`src/rtl/systolic_mm_feeder.sv`:
```
// Host-side feeder for a 2x2 systolic array in matrix-multiply mode: loads A/B,
// clears the array, drives skewed operands, drains, and streams back C = A*B.
module systolic_mm_feeder #(
  parameter int DATA_WIDTH   = 32,
  parameter int CLR_CYCLES   = 2,
  parameter int DRAIN_CYCLES = 4
) (
  input  logic                  clk,
  input  logic                  rst,
  input  logic                  s_valid,
  output logic                  s_ready,
  input  logic [DATA_WIDTH-1:0] s_data,
  output logic                  m_valid,
  input  logic                  m_ready,
  output logic [DATA_WIDTH-1:0] m_data,
  output logic                  m_last,
  output logic                  busy,
  output logic                  sa_rst,
  output logic                  sa_func_sel,
  output logic [DATA_WIDTH-1:0] sa_data_11,
  output logic [DATA_WIDTH-1:0] sa_data_21,
  output logic [DATA_WIDTH-1:0] sa_tap_11,
  output logic [DATA_WIDTH-1:0] sa_tap_12,
  output logic [DATA_WIDTH-1:0] sa_fir_data_12,
  output logic [DATA_WIDTH-1:0] sa_fir_data_22,
  output logic [DATA_WIDTH-1:0] sa_fir_tap_21,
  output logic [DATA_WIDTH-1:0] sa_fir_tap_22,
  input  logic [DATA_WIDTH-1:0] sa_o_data_11,
  input  logic [DATA_WIDTH-1:0] sa_o_data_12,
  input  logic [DATA_WIDTH-1:0] sa_o_data_21,
  input  logic [DATA_WIDTH-1:0] sa_o_data_22
);
  localparam logic [2:0] LOAD  = 3'd0;
  localparam logic [2:0] CLEAR = 3'd1;
  localparam logic [2:0] FEED  = 3'd2;
  localparam logic [2:0] DRAIN = 3'd3;
  localparam logic [2:0] OUT   = 3'd4;

  localparam int            CW       = 16;
  localparam logic [CW-1:0] CLR_LAST = CW'(CLR_CYCLES - 1);
  localparam logic [CW-1:0] DRN_LAST = CW'(DRAIN_CYCLES - 1);

  logic [2:0]                  state;
  logic [2:0]                  in_cnt;
  logic [1:0]                  out_cnt;
  logic [CW-1:0]               cnt;
  // slots: a11 a12 a21 a22 b11 b12 b21 b22
  logic [7:0][DATA_WIDTH-1:0]  ab;
  logic [3:0][DATA_WIDTH-1:0]  c;

  assign sa_func_sel    = 1'b0;
  assign sa_fir_data_12 = '0;
  assign sa_fir_data_22 = '0;
  assign sa_fir_tap_21  = '0;
  assign sa_fir_tap_22  = '0;

  always_ff @(posedge clk) begin
    if (rst) begin
      state      <= LOAD;
      in_cnt     <= '0;
      out_cnt    <= '0;
      cnt        <= '0;
      ab         <= '0;
      c          <= '0;
      s_ready    <= 1'b0;
      m_valid    <= 1'b0;
      m_last     <= 1'b0;
      m_data     <= '0;
      busy       <= 1'b0;
      sa_rst     <= 1'b1;
      sa_data_11 <= '0;
      sa_data_21 <= '0;
      sa_tap_11  <= '0;
      sa_tap_12  <= '0;
    end else begin
      case (state)
        LOAD: begin
          s_ready <= 1'b1;
          sa_rst  <= 1'b0;
          if (s_valid && s_ready) begin
            ab[in_cnt] <= s_data;
            in_cnt     <= in_cnt + 3'd1;  // wraps back to slot 0 after b22
            if (in_cnt == 3'd7) begin
              state   <= CLEAR;
              s_ready <= 1'b0;
              busy    <= 1'b1;
              sa_rst  <= 1'b1;
              cnt     <= '0;
            end
          end
        end
        CLEAR: begin
          cnt <= cnt + CW'(1);
          if (cnt == CLR_LAST) begin
            state      <= FEED;
            cnt        <= '0;
            sa_rst     <= 1'b0;
            sa_data_11 <= ab[0];
            sa_tap_11  <= ab[4];
          end
        end
        FEED: begin
          // row 2 of A and column 2 of B enter one cycle behind row/column 1
          cnt        <= cnt + CW'(1);
          sa_data_11 <= '0;
          sa_data_21 <= '0;
          sa_tap_11  <= '0;
          sa_tap_12  <= '0;
          if (cnt == '0) begin
            sa_data_11 <= ab[1];
            sa_tap_11  <= ab[6];
            sa_data_21 <= ab[2];
            sa_tap_12  <= ab[5];
          end else if (cnt == CW'(1)) begin
            sa_data_21 <= ab[3];
            sa_tap_12  <= ab[7];
          end else begin
            state <= DRAIN;
            cnt   <= '0;
          end
        end
        DRAIN: begin
          cnt <= cnt + CW'(1);
          if (cnt == DRN_LAST) begin
            c       <= {sa_o_data_22, sa_o_data_21, sa_o_data_12, sa_o_data_11};
            state   <= OUT;
            cnt     <= '0;
            out_cnt <= '0;
          end
        end
        OUT: begin
          if (!m_valid) begin
            m_valid <= 1'b1;
            m_data  <= c[0];
            m_last  <= 1'b0;
          end else if (m_ready) begin
            if (out_cnt == 2'd3) begin
              m_valid <= 1'b0;
              m_last  <= 1'b0;
              out_cnt <= '0;
              busy    <= 1'b0;
              s_ready <= 1'b1;
              state   <= LOAD;
            end else begin
              out_cnt <= out_cnt + 2'd1;
              m_data  <= c[out_cnt + 2'd1];
              m_last  <= (out_cnt == 2'd2);
            end
          end
        end
        default: state <= LOAD;
      endcase
    end
  end
endmodule

```
`config.mk`:
```
export PLATFORM = sky130hd
export DESIGN_NAME = systolic_mm_feeder
export DESIGN_NICKNAME = d
export VERILOG_FILES = /design/src/rtl/systolic_mm_feeder.sv
export SDC_FILE = /design/constraint.sdc
export NUM_CORES = 1
export LEC_CHECK = 0
export CAP_MARGIN = 20
export CORE_AREA = 2 2 282 284
export CTS_BUF_LIST = sky130_fd_sc_hd__clkbuf_4 sky130_fd_sc_hd__clkbuf_8
export CTS_CLUSTER_DIAMETER = 50
export CTS_CLUSTER_SIZE = 14
export DETAILED_ROUTE_END_ITERATION = 8
export DIE_AREA = 0 0 284 286
export GPL_TIMING_DRIVEN = 0
export PLACE_DENSITY_LB_ADDON = 0.3
export SETUP_SLACK_MARGIN = 0.1
export SYNTH_ARGS = -nofsm -noshare
export SYNTH_HDL_FRONTEND = slang
export SYNTH_SLANG_ARGS = --single-unit
```
`constraint.sdc`:
```
create_clock -name clk -period 5.75 [get_ports clk]
set_input_delay 1.15 -clock clk [delete_from_list [all_inputs] [get_ports clk]]
set_output_delay 1.15 -clock clk [all_outputs]
set_load 0.01 [all_outputs]
```
# --- Word-level counts from Yosys, hierarchy flattened ---
# Index checks and enable logic that the tools add are counted.
classes:
  add_sub_neg: 3
  n_lt_le_gt_ge: 3
  n_eq_ne: 20
  mux: 62
  n_reduce_logical: 20
op_table:
  columns: ["operator", "count"]
  rows:
  - ["two-way mux 32 bit", 13]
  - ["bitwise mux 256 bit", 1]
  - ["one-hot mux 32 bit (2 select lines)", 2]
  - ["demux 32 bit (select 3 bit)", 1]
  - ["two-way mux 16 bit", 6]
  - ["binary-select mux 32 bit (select 2 bit)", 1]
  - ["one-hot mux 16 bit (4 select lines)", 1]
  - ["two-way mux 3 bit", 9]
  - ["inequality test 2 bit, second input constant", 10]
  - ["two-way mux 1 bit", 19]
  - ["adder 16 x 1 -> 16 bit, second input constant", 1]
  - ["== test 16 x 1 -> 1 bit, second input constant", 1]
  - ["== test 16 x 2 -> 1 bit, second input constant", 1]
  - ["zero test 16 bit", 1]
  - ["one-hot mux 3 bit (5 select lines)", 1]
  - ["AND reduction 2 bit", 5]
  - ["AND reduction 9 bit", 1]
  - ["two-way mux 2 bit", 4]
  - ["AND reduction 4 bit", 2]
  - ["nonzero test 2 bit", 4]
  - ["== test 3 x 2 -> 1 bit, second input constant", 2]
  - ["== test 3 bit, second input constant", 2]
  - ["one-hot mux 1 bit (2 select lines)", 3]
  - ["AND reduction 3 bit", 2]
  - ["13 further kinds", 15]
totals:
  regBits: 573
  in_bits: 164
  output_inout_bits: 294
  wordCells: 134

# --- Depth between registers and ports, before layout ---
depth:
  word_depth: 6
  ltp_mapped: 11

# --- Worst setup path before layout ---
# Ideal clock, no wire load.
synth_path:
  path_kind: "register to register"
  start: "register out_cnt[0]"
  end: "register m_data[0]"
  setup_ns: 0.070
  t_arrival_ns: 2.481
  slack_ns: 3.198
  stages_incl_launch_ff: 12
  n_path_buf: 5
  period_less_slack_ns: 2.552
  path_cell_list: "dfxtp_1 -> clkbuf_1 -> clkbuf_1 -> clkbuf_1 -> inv_1 -> ha_1 -> clkbuf_1 -> clkbuf_1 -> a211oi_1 -> o21ai_0 -> o211ai_1 -> a21oi_1"
synth_via:
  elab_chain_cells: 6
  word_cells_on_any_way: 9
  classes_between: "add/sub (1); eq/ne (2); mux (5); reduce/logical (1)"
synth_lines:
  columns: ["element", "line_no", "text"]
  rows:
  - ["start, declared", "45", "logic [1:0] out_cnt;"]
  - ["start signal, assigned", "145", "out_cnt <= out_cnt + 2'd1;"]
  - ["adder 2 x 1 -> 2 bit", "146", "m_data <= c[out_cnt + 2'd1];"]
  - ["binary-select mux 32 bit (select 2 bit)", "146", null]
  - ["two-way mux 32 bit (implied by the code)", "146", null]
  - ["two-way mux 32 bit", "137", "if (out_cnt == 2'd3) begin"]
  - ["two-way mux 32 bit", "136", "end else if (m_ready) begin"]
  - ["two-way mux 32 bit", "132", "if (!m_valid) begin"]
  - ["end signal, assigned", "134", "m_data <= c[0];"]
  - ["end signal, assigned", "146", null]
  - ["end, declared", "15", "output logic [DATA_WIDTH-1:0] m_data,"]
# Parallel ways exist; a longest one is shown, timed or not. The select of a mux whose other input is x is not followed.
# A chain may end at the register's enable or synchronous reset.

# --- Worst setup path in the final report ---
layout_path:
  start: "register out_cnt[0]"
  end: "register m_data[18]"
# The elaborated chain is that of the path after synthesis.

==> results.cfg <==
[status]
status = complete, no violations

[clocking]
cts_resized = 0
clock-sinks = 573
cts_root_buffer = clkbuf_8
cts-htree-levels = 2
tritoncts = done
post_cts_buffers = 0
clk_pin_slew_worst_paths_ns = 0.09
cts_hold_buf = 0
cts-buffers-inserted = 61
cts_buffer_depth = 3
insertion_delay_ns = 0.73

[route]
wl_per_cell_um = 19.5
viasPerCell = 4.88
drc_errors = 0
drt-total-wl_um = 86900
first_iter_violations = 1904
vias = 21800
ant_nets = 0
drt_first_pass_iters = 7

[power]
irDropWorstVdd_v = 0.000157
swShare_pct = 27.4
p_per_area_nw_per_um2 = 271
leakagePower_nw = 9.87
intPower_w = 0.00579
clock_power_share_pct = 38.4
p_seq_share_pct = 51.2
p_switching_w = 0.00218
p_comb_share_pct = 10.4

[synth]
async_flop_share_pct = 0
yosys_most_used_dff = dfxtp_1
ys_seq_area_share_pct = 49.2
yosysWarnings = 0
ys_types = 55
syn-mean-instance-area_um2 = 8.09
syn_area_um2 = 23300
synth_edf_count = 0
syn_inst = 2879
synth_seq_cells = 573

[cells_and_area]
fin_nets = 3537
seqCellArea_um2 = 11500
area_delta_synth_final_pct = 26.4
utilization_pct = 37.6
filler_cell_count = 8207
drive_above_1_share_pct = 9.45
multi_input_area_um2 = 10000

[global_routing]
grt_antenna_before_repair = 11
grt_usage_pct = 20.4
grt_pass1_vias = 20200
grt_pass1_wl_um = 127000
overflow = 0
grt_max_degree = 18

[floorplanning]
die_y_um = 286
row_count = 103
fp.dieW_um = 284
ios = 458
coreArea_um2 = 78400
initial_core_util_pct = 29.7
die_area_um2 = 81200

[worst_setup_path]
crit_required_ns = 6.34
crit_slowest_cell = clkbuf_1
end_kind = flop
crit_type = reg -> reg
critPathLaunch = out_cnt[0]$_SDFFE_PP0P_
crit_path_frequent_cell = clkbuf_1
cp_cell_sequence = clkbuf_1 -> clkbuf_1 -> clkbuf_1 -> inv_1 -> ha_1 -> clkbuf_1 -> clkbuf_1 -> a211oi_1 -> o21ai_0 -> o211ai_1 -> a21oi_1
critical_path_arrival_ns = 4.47
worstPathMaxFanout = 10
crit_path_start_kind = flop
r2r_start = out_cnt[0]$_SDFFE_PP0P_
critical_path.max_stage_delay_ns = 0.50

[sta]
drv_slew = 0
finalSetupViolations = 0
period_share_pct = 67.4
final.setup.tns_ns = 0
min_period_ns = 3.88
tightest_slew_ns = 1.06
hold_viol = 0
finClkSkew_ns = 0.0669
grt_setup_unrepaired = false
slew_headroom_pct = 29.5
fmax_ghz = 0.258

[place]
gp_congestion = 0.868
hpwl_um = 64500
port_buffers = 295

[hold_path]
min-delay-path-class = reg -> reg
hold_start = m_data[2]$_SDFFE_PP0P_

[run]
drv_cap = 0
==> layer usage <==
layer | track usage (%) | routed length [um] | vias to the layer above
met3 | 3.88 | 6520 | 126
met4 | 4.92 | 1980 | 14
met2 | 33.2 | 39700 | 814
met1 | 27.7 | 38600 | 10200
met5 | 0 | 78 | -
li1 | - | - | 10600
==> state kept, by name (all words and copies together), names as in the netlist, 2 cells and up <==
| register | cells |
|---|---|
| in_cnt | 3 |
| out_cnt | 2 |
| m_data | 32 |
| c | 128 |
| sa_tap_12 | 32 |
| cnt | 16 |
| state | 3 |
| sa_data_21 | 32 |
| ab | 256 |
| sa_tap_11 | 32 |
| sa_data_11 | 32 |
==> cells in the mapped netlist, types with 6 or more instances <==
| cell type | n | area share [%] |
|---|---|---|
| buf_6 | 10 | 0.48 |
| nor4_1 | 8 | 0.21 |
| a22oi_1 | 65 | 2.1 |
| ha_1 | 7 | 0.38 |
| nor2b_1 | 33 | 0.89 |
| buf_4 | 134 | 4.3 |
| inv_1 | 11 | 0.18 |
| a222oi_1 | 64 | 2.8 |
| nor3b_1 | 31 | 1.0 |
| nor3_1 | 13 | 0.28 |
| clkbuf_1 | 208 | 3.4 |
| a211oi_1 | 34 | 1.1 |
| o22ai_1 | 6 | 0.16 |
| a311oi_1 | 64 | 2.4 |
| nor2_1 | 85 | 1.4 |
| dfxtp_1 | 573 | 49 |
| o211ai_1 | 32 | 1.0 |
| nand3_1 | 13 | 0.28 |
| a21oi_1 | 491 | 11 |
| o21ai_0 | 44 | 0.95 |
| nand2_1 | 823 | 13 |
| buf_2 | 65 | 1.4 |
==> layout make-up <==
type	count	share of cell area, %
Antenna cell	1	0.00850
Buffer	421	7.61
Clock buffer	68	3.16
Clock inverter	37	1.52
Inverter	11	0.140
Multi-Input combinational cell	2002	34.0
Sequential cell	573	39.0
Tap cell	1050	4.46
Timing Repair Buffer	296	10.1
==> cells by family after synthesis <==
family,share of synthesized area [%]
simple gates,18.5
compound gates,21.7
flops,49.2
buf+inv,9.80
fa+ha+maj,0.376
mux,0.269
xor+xnor,0.150
other cells,0.0161
==> power by group through the flow <==
stage	Clock, W	Sequential (W)	Combinational, W
4_1_cts	0.00310	0.00408	0.000824
3_5_place_dp	0	0.00418	0.000820
6_report	0.00306	0.00408	0.000827
5_1_grt	0.00326	0.00410	0.000886
2_1_floorplan	0	0.00419	0.000422
3_3_place_gp	0	0.00418	0.000820
==> worst max-delay path: cells and delay by family, from the launching register on <==
kind	cells	cell delay (ns)
DFF	1	0.35
buffers and inverters	6	2.29
AOI/OAI and AO/OA	4	0.82
adders and majority gates	1	0.32
==> final timing paths <==
path	to	slack (ns)	cells after the start
max	m_data[18]$_SDFFE_PP0P_	1.87	11
min	m_data[2]$_SDFFE_PP0P_	0.45	2
max reg2reg	m_data[18]$_SDFFE_PP0P_	1.87	11
min reg2reg	m_data[2]$_SDFFE_PP0P_	0.45	2
==> layout by cell type (no fill, tap or decap), types with 7 or more instances in the layout <==
master           instances
clkbuf_8                67
clkinv_2                 7
clkbuf_1               208
a21oi_1                491
buf_4                  134
nor3b_1                 31
ha_1                     7
o21ai_0                 44
o211ai_1                32
nor2b_1                 33
nor4_1                   8
buf_6                   10
a222oi_1                64
a311oi_1                64
inv_6                    9
nor2_1                  85
buf_2                   65
conb_1                 129
a22oi_1                 65
nand2_1                823
inv_1                   11
dfxtp_1                573
a211oi_1                34
clkdlybuf4s50_1        295
nand3_1                 13
nor3_1                  13
==> stage by stage <==
stage / worst slack [ns] / instance area (um2) / std cells / hold slack, ns / total power [W]
2_1_floorplan: 3.20 / 23800 / 3007 / 0.432 / 0.00461
3_3_place_gp: 1.79 / 28000 / 4352 / 0.439 / 0.00500
3_5_place_dp: 1.78 / 28100 / 4353 / 0.442 / 0.00500
4_1_cts: 1.90 / 29400 / 4458 / 0.453 / 0.00801
5_1_grt: 1.61 / 29400 / 4459 / 0.470 / 0.00825
6_report: 1.87 / 29400 / 4459 / 0.453 / 0.00797
(Power assumes the default switching activity.)
